File: src/rtl/nios_sysid_pkg.sv
// Shared constants for the system-ID register slave: word map, CAPS layout and
// the legal read-latency range.
package nios_sysid_pkg;

    localparam int unsigned REG_ID      = 0;
    localparam int unsigned REG_TS      = 1;
    localparam int unsigned REG_VER     = 2;
    localparam int unsigned REG_CAPS    = 3;
    localparam int unsigned REG_SCRATCH = 4;
    localparam int unsigned REG_UPLO    = 5;
    localparam int unsigned REG_UPHI    = 6;

    localparam int CAPS_UPTIME_BIT = 0;
    localparam int CAPS_LAT_LSB    = 8;
    localparam int CAPS_AW_LSB     = 16;

    localparam int RD_LAT_MIN = 1;
    localparam int RD_LAT_MAX = 4;
    localparam int ADDR_W_MIN = 3;

    function automatic logic [31:0] caps_word(input logic uptime, input int lat, input int aw);
        logic [31:0] w;
        w                        = '0;
        w[CAPS_UPTIME_BIT]       = uptime;
        w[CAPS_LAT_LSB +: 8]     = 8'(lat);
        w[CAPS_AW_LSB +: 8]      = 8'(aw);
        return w;
    endfunction

endpackage

File: src/rtl/sysid_read_pipe.sv
// Read-response delay line: DEPTH stages of valid + 32-bit data, flushed by
// synchronous reset so no response outlives a reset.
module sysid_read_pipe #(
    parameter int DEPTH = 1
) (
    input  logic        clock,
    input  logic        reset,
    input  logic        valid_i,
    input  logic [31:0] data_i,
    output logic        valid_o,
    output logic [31:0] data_o
);

    logic [DEPTH-1:0] valid_q;
    logic [31:0]      data_q [DEPTH];

    // NOTE: sequential state uses non-blocking assignments so every stage
    // shifts from its pre-edge neighbour, never from an already-updated one.
    always_ff @(posedge clock) begin
        if (reset) begin
            valid_q <= '0;
            // NOTE: the data stages are reset too, because readdata must read 0
            // whenever readdatavalid is low, including right after reset.
            for (int i = 0; i < DEPTH; i++) begin
                data_q[i] <= '0;
            end
        end else begin
            valid_q[0] <= valid_i;
            data_q[0]  <= valid_i ? data_i : '0;
            for (int i = 1; i < DEPTH; i++) begin
                valid_q[i] <= valid_q[i-1];
                data_q[i]  <= data_q[i-1];
            end
        end
    end

    assign valid_o = valid_q[DEPTH-1];
    assign data_o  = data_q[DEPTH-1];

endmodule

File: src/rtl/nios_system_sysid_regs.sv
// Avalon-MM system-ID slave: ID/timestamp/version/caps, R/W scratch word and an
// optional 64-bit uptime counter built only when SYSID_UPTIME_EN is defined.
module nios_system_sysid_regs
    import nios_sysid_pkg::*;
#(
    parameter logic [31:0] SYS_ID       = 32'h0000_0000,
    parameter logic [31:0] TIMESTAMP    = 32'h0000_0000,
    parameter logic [15:0] VER_MAJOR    = 16'd1,
    parameter logic [15:0] VER_MINOR    = 16'd0,
    parameter int          ADDR_W       = 3,
    parameter int          READ_LATENCY = 1,
    parameter logic [31:0] SCRATCH_INIT = 32'h0
) (
    input  logic              clock,
    input  logic              reset,
    input  logic [ADDR_W-1:0] address,
    input  logic              read,
    input  logic              write,
    input  logic [31:0]       writedata,
    input  logic [3:0]        byteenable,
    output logic [31:0]       readdata,
    output logic              readdatavalid
);

    if (READ_LATENCY < RD_LAT_MIN || READ_LATENCY > RD_LAT_MAX) begin : g_bad_latency
        $error("nios_system_sysid_regs: READ_LATENCY must be in 1..4");
    end
    if (ADDR_W < ADDR_W_MIN) begin : g_bad_addr_w
        $error("nios_system_sysid_regs: ADDR_W must be >= 3");
    end

`ifdef SYSID_UPTIME_EN
    localparam logic UPTIME_PRESENT = 1'b1;
`else
    localparam logic UPTIME_PRESENT = 1'b0;
`endif
    localparam logic [31:0] CAPS_WORD = caps_word(UPTIME_PRESENT, READ_LATENCY, ADDR_W);

    logic [31:0] addr_ext;
    logic        rd_fire;
    logic [31:0] scratch_q, scratch_d;
    logic [31:0] uptime_lo;
    logic [31:0] uptime_hi_snap;
    logic [31:0] rd_data;

    assign addr_ext = 32'(address);
    assign rd_fire  = read && !reset;

    always_comb begin
        scratch_d = scratch_q;
        if (write && addr_ext == REG_SCRATCH) begin
            for (int b = 0; b < 4; b++) begin
                if (byteenable[b]) scratch_d[8*b +: 8] = writedata[8*b +: 8];
            end
        end
    end

    always_ff @(posedge clock) begin
        if (reset) scratch_q <= SCRATCH_INIT;
        else       scratch_q <= scratch_d;
    end

`ifdef SYSID_UPTIME_EN
    logic [63:0] uptime_q;
    logic [31:0] hi_snap_q, hi_snap_d;

    // Only a LO read refreshes the snapshot, so HI always pairs with the last LO.
    assign hi_snap_d = (rd_fire && addr_ext == REG_UPLO) ? uptime_q[63:32] : hi_snap_q;

    always_ff @(posedge clock) begin
        if (reset) begin
            uptime_q  <= '0;
            hi_snap_q <= '0;
        end else begin
            uptime_q  <= uptime_q + 64'd1;
            hi_snap_q <= hi_snap_d;
        end
    end

    assign uptime_lo      = uptime_q[31:0];
    assign uptime_hi_snap = hi_snap_q;
`else
    assign uptime_lo      = '0;
    assign uptime_hi_snap = '0;
`endif

    // NOTE: rd_data gets a default before the case so no path infers a latch.
    always_comb begin
        rd_data = '0;
        case (addr_ext)
            REG_ID:      rd_data = SYS_ID;
            REG_TS:      rd_data = TIMESTAMP;
            REG_VER:     rd_data = {VER_MAJOR, VER_MINOR};
            REG_CAPS:    rd_data = CAPS_WORD;
            REG_SCRATCH: rd_data = scratch_q;
            REG_UPLO:    rd_data = uptime_lo;
            REG_UPHI:    rd_data = uptime_hi_snap;
            default:     rd_data = '0;
        endcase
    end

    sysid_read_pipe #(
        .DEPTH (READ_LATENCY)
    ) u_read_pipe (
        .clock   (clock),
        .reset   (reset),
        .valid_i (rd_fire),
        .data_i  (rd_data),
        .valid_o (readdatavalid),
        .data_o  (readdata)
    );

endmodule

File: config.mk
export PLATFORM = sky130hd
export DESIGN_NAME = nios_system_sysid_regs
export DESIGN_NICKNAME = d
export VERILOG_FILES = /design/src/rtl/nios_sysid_pkg.sv /design/src/rtl/sysid_read_pipe.sv /design/src/rtl/nios_system_sysid_regs.sv
export SDC_FILE = /design/constraint.sdc
export NUM_CORES = 1
export LEC_CHECK = 0
export ABC_AREA = 1
export BUFFER_PORTS_ARGS = -buffer_cell sky130_fd_sc_hd__clkbuf_2
export CORE_MARGIN = 2
export CORE_UTILIZATION = 46
export CTS_BUF_LIST = sky130_fd_sc_hd__clkbuf_8
export CTS_CLUSTER_DIAMETER = 150
export CTS_CLUSTER_SIZE = 40
export DETAILED_ROUTE_END_ITERATION = 12
export GPL_ROUTABILITY_DRIVEN = 0
export GPL_TIMING_DRIVEN = 0
export PLACE_DENSITY = 0.78
export SYNTH_ARGS = -nofsm -noshare
export SYNTH_HDL_FRONTEND = slang
export SYNTH_SLANG_ARGS = --single-unit
File: constraint.sdc
create_clock -name clock -period 1.05 [get_ports clock]
set_clock_uncertainty 0.15 [all_clocks]
set_input_delay 0.21 -clock clock [delete_from_list [all_inputs] [get_ports clock]]
set_output_delay 0.21 -clock clock [all_outputs]
set_load 0.02 [all_outputs]
== Word level (Yosys, flattened, before mapping) ==
Memory sizes are Yosys's and may differ from the RTL's.
Cells that the tools add are included.
Storage, ports and cells
  bits in registers: 33
  RAM bits: 32
  input bits: 43
  output and inout port bits: 33
  logic and storage cells: 24
  memories kept: 1
Operators by class
  equality and inequality tests: 3
  mux-type cells: 7
  reduce and logical (&&, ||, !) cells: 8
Memory list
  u_read_pipe.data_q: words 1, bits a word 32, rd ports 1, clocked after memory_dff 0, write ports 1, RTL line sysid_read_pipe.sv:15  | logic [31:0] data_q [DEPTH];
Operators with widths (count)
  32-bit one-hot mux with 3 select lines: 1
  32-bit 2-to-1 mux: 2
  32-bit OR reduction: 1
  2-bit AND reduction: 4
  3-bit by 2-bit == test with 1-bit output (second input constant): 2
  1-bit 2-to-1 mux: 4
  3-bit == test (second input constant): 1
  1-bit logical AND: 2
  1-bit logical NOT: 1

== Longest topological paths before layout ==
  depth after elaboration: 4
  gate-level depth with buffers: 6
  depth with buffers taken out: 5

== By module ==
Synthesis repeated with hierarchy kept, for this count alone.
Second synthesis, totals
  cells, all modules: 349
  area total of the unflattened synthesis: 2494.9 um^2
Modules (own cells, without submodules)
  nios_system_sysid_regs: instances 1, cells an instance 246, area an instance 1468.9 um^2, sequential area each 640.6 um^2
  sysid_read_pipe: instances 1, cells an instance 103, area an instance 1026.0 um^2, sequential area each 660.6 um^2

== Worst setup path after synthesis ==
OpenSTA, ideal clock, no wires.
  path kind: input -> register
  from: in address[1]
  to: reg scratch_q[0]
  library setup time: 0.113 ns
  arrival: 0.869 ns
  setup slack: -0.081 ns
  stages: 5
  cells stage by stage: nor2_4 -> nand4_1 -> buf_2 -> nor2_1 -> nor2_1
On the way
  cells in the longest elaborated chain, start to end: 3
RTL lines
  start: declaration: RTL line nios_system_sysid_regs.sv:16  | input logic [ADDR_W-1:0] address,
  3-bit == test: RTL line nios_system_sysid_regs.sv:51  | if (write && addr_ext == REG_SCRATCH) begin
  1-bit logical AND: RTL line nios_system_sysid_regs.sv:51
  2-bit AND reduction (no line)
  end signal: assignment: RTL line nios_system_sysid_regs.sv:60  | else scratch_q <= scratch_d;
  end: declaration: RTL line nios_system_sysid_regs.sv:41  | logic [31:0] scratch_q, scratch_d;
No other way between the ends.
A chain may end at the register's enable or synchronous reset.

== Final worst setup path ==
  from: mem u_read_pipe.data_q[0][31]
  to: out readdata[31]
On the way
  cells in the longest elaborated chain, start to end: 1
RTL lines
  start: declaration: RTL line sysid_read_pipe.sv:15
  memory read 1 x 32 bit
  end: declaration: RTL line nios_system_sysid_regs.sv:21  | output logic [31:0] readdata,
No other way between the ends.

==> impl_metrics.env <==
export IMPL_clk_pin_slew_worst_paths_ns=0.07
export IMPL_cts_max_level=3
export IMPL_period_share_pct=110
export IMPL_syn_avg_cell_area_um2=7.69
export IMPL_synth_compound_area_share_pct=0.683
export IMPL_grt_max_degree=12
export IMPL_place_ws_ns=-0.469
export IMPL_cts_buffer_depth=2
export IMPL_netlist_area_leader_share_pct=59.2
export IMPL_root_buffer="clkbuf_8"
export IMPL_num_rows=25
export IMPL_setup_viol=33
export IMPL_p_int_mw=3.84
export IMPL_die_h_um=73.2
export IMPL_met3_usage_pct=5.25
export IMPL_synth_seq_cells=65
export IMPL_nets=452
export IMPL_die_area_um2=5350
export IMPL_worstHoldStart="read"
export IMPL_slowest_delay_ns=0.33
export IMPL_crit_fanout=1
export IMPL_synth_simple_gate_area_share_pct=31.3
export IMPL_cts_buffers_inserted=9
export IMPL_antenna_cells=0
export IMPL_violations="setup timing"
export IMPL_synth_fa_ha_area_share_pct=0
export IMPL_peakVddDrop_v=0.000889
export IMPL_synthesis_area_um2=2200
export IMPL_holdPathEnd="u_read_pipe.data_q[0][31]"
export IMPL_reg2reg_to="u_read_pipe.data_q[0][21]"
export IMPL_wirelength_mm=6.34
export IMPL_end_kind="output port"
export IMPL_syn_nets=329
export IMPL_io_buffers=75
export IMPL_slew_viol_final=0
export IMPL_cts_tree="yes"
export IMPL_leakagePower_nw=1.78
export IMPL_critPathBufInv=1
export IMPL_rsz0062_at_grt="yes"
export IMPL_grt_pass1_vias=2054
export IMPL_synth_cell_types=11
export IMPL_antenna_left=0
export IMPL_grtUsageTotal_pct=24.1
export IMPL_r2r_start="scratch_q[21]"
export IMPL_grt_pass1_wl_mm=9.47
export IMPL_drv_cap=0
export IMPL_finalSetupTns_ns=-3.00
export IMPL_die_x_um=73.2
export IMPL_synth_xor_area_share_pct=0
export IMPL_power_share_combinational_pct=7.9
export IMPL_viasPerCell=4.70
export IMPL_cts_sinks=65
export IMPL_overflow=0
export IMPL_start_util_pct=47.2
export IMPL_met2_usage_pct=41.7
export IMPL_slew_headroom_pct=65.3
export IMPL_io_pins=76
export IMPL_synthCells=286
export IMPL_drtIter0Drc=116
export IMPL_worstSetupPathType="reg -> out"
export IMPL_arrival_ns=0.79
export IMPL_place_hpwl_mm=3.35
export IMPL_hold_path_class="in -> reg"
export IMPL_fmax_mhz=867
export IMPL_areaGrowthSynthToFinish_pct=64.4
export IMPL_swShare_pct=22.9
export IMPL_hold_viol_final=0
export IMPL_fin_crit_ns=1.15
export IMPL_hold_ws_ns=0.0204
export IMPL_ys_top_cells_by_area="dfxtp_1, nand2_1, nor2_1, nor3_1, inv_1"
export IMPL_seqPwrFrac_pct=50.4
export IMPL_wl_per_cell_um=13.6
export IMPL_antenna_found_initial=0
export IMPL_startpoint_type="flip-flop"
export IMPL_max_slew_worst_pin_slew_ns=0.521
export IMPL_drive_gt1_share_pct=34.9
export IMPL_worstPathCellList="buf_8"
export IMPL_layout_setup_ws_ns=-0.103
export IMPL_status="finished with violations"
export IMPL_num_vias=2193
export IMPL_min_path_cells=3
export IMPL_yosys_warnings=0
export IMPL_use_met1_pct=27.1
export IMPL_final_common_cell="nand2_1"
export IMPL_cp_slowest_cell="dfxtp_2"
export IMPL_r2r_setup_slack_ns=0.19
export IMPL_insertion_delay_ns=0.33
export IMPL_synthMuxAreaShare_pct=0
export IMPL_cp_required_ns=0.69
export IMPL_busiest_layer="met2"
export IMPL_clockPowerShare_pct=41.7
export IMPL_core_area_um2=4660
export IMPL_power_density_nw_per_um2=1380
export IMPL_final_cell_mix="nand2_1, nor2_1, clkbuf_2"
export IMPL_yosysTopAreaCell="dfxtp_1"
export IMPL_final_util_pct=77.6
export IMPL_drtPass1Iterations=8
export IMPL_rr_worst_depth=2
export IMPL_seq_area_frac_synth_pct=59.2
export IMPL_synth_top_family_by_area="simple AND/OR/NAND/NOR gates"
export IMPL_p_sw_mw=1.14
export IMPL_critPathTopFamily="flip-flops"
export IMPL_remaining_drc_errors=0
## registers in the layout, summed over array words and instances, names as in the netlist
register and count:
u_read_pipe.data_q 32, u_read_pipe.valid_o 1, scratch_q 32
## cells in the mapped netlist
cell	number
nor2_1	64
nand3_1	1
a21oi_1	3
dfxtp_1	65
inv_1	36
clkbuf_1	5
nor3_1	29
buf_2	8
nand4_1	4
nand2_1	70
nor2_4	1
## timing repair
item,in CTS,in global routing
setup buffers,4,0
pin swaps,4,1
setup endpoints to repair,78,64
gates resized for setup,97,50
hold buffers,33,0
hold endpoints to repair,33,0
## layout make-up
type	count	area [um2]
Inverter	36	135
Timing Repair Buffer	112	1070
Multi-Input combinational cell	172	721
Fill cell	301	1040
Clock inverter	5	56.3
Sequential cell	65	1340
Clock buffer	10	138
Buffer	13	91.3
Tap cell	54	67.6
## how the worst max path moves through the flow
stage / depth (start not counted) / start / to
finish: 1 / u_read_pipe.data_q[0][31] / readdata[31]
global route: 1 / u_read_pipe.data_q[0][19] / readdata[19]
CTS: 1 / u_read_pipe.data_q[0][9] / readdata[9]
detailed placement: 6 / address[1] / scratch_q[0]
global placement: 6 / address[1] / scratch_q[0]
floorplan: 5 / address[1] / scratch_q[0]
## per-stage QoR
step	power, mW	instance area, um2	cells
CTS	4.99	3550	467
global placement	2.82	2670	415
floorplan	2.69	2220	286
finish	4.98	3620	467
global route	5.15	3620	467
detailed placement	2.82	2670	415
## power groups by stage
stage / Sequential, mW / Combinational [mW] / Clock [mW]
after floorplan: 2.57 / 0.124 / 0
after detailed placement: 2.56 / 0.261 / 0
after global routing: 2.51 / 0.431 / 2.21
final: 2.51 / 0.393 / 2.08
after global placement: 2.56 / 0.259 / 0
after CTS: 2.51 / 0.373 / 2.11
## routing by layer
metal	vias to the layer above	share of wire [%]
li1	1102	-
met1	987	38
met2	87	54
met3	17	4.9
met4	0	2.8
met5	-	0
## kinds of logic (layout without fill, tap and decap cells)
| logic type | Yosys count | in the layout |
|---|---|---|
| and+or+nand+nor | 169 | 169 |
| DFF | 65 | 65 |
| buffers and inverters | 49 | 176 |
| AOI/OAI and AO/OA | 3 | 3 |
Note: power is estimated with default switching activity, not from simulation.
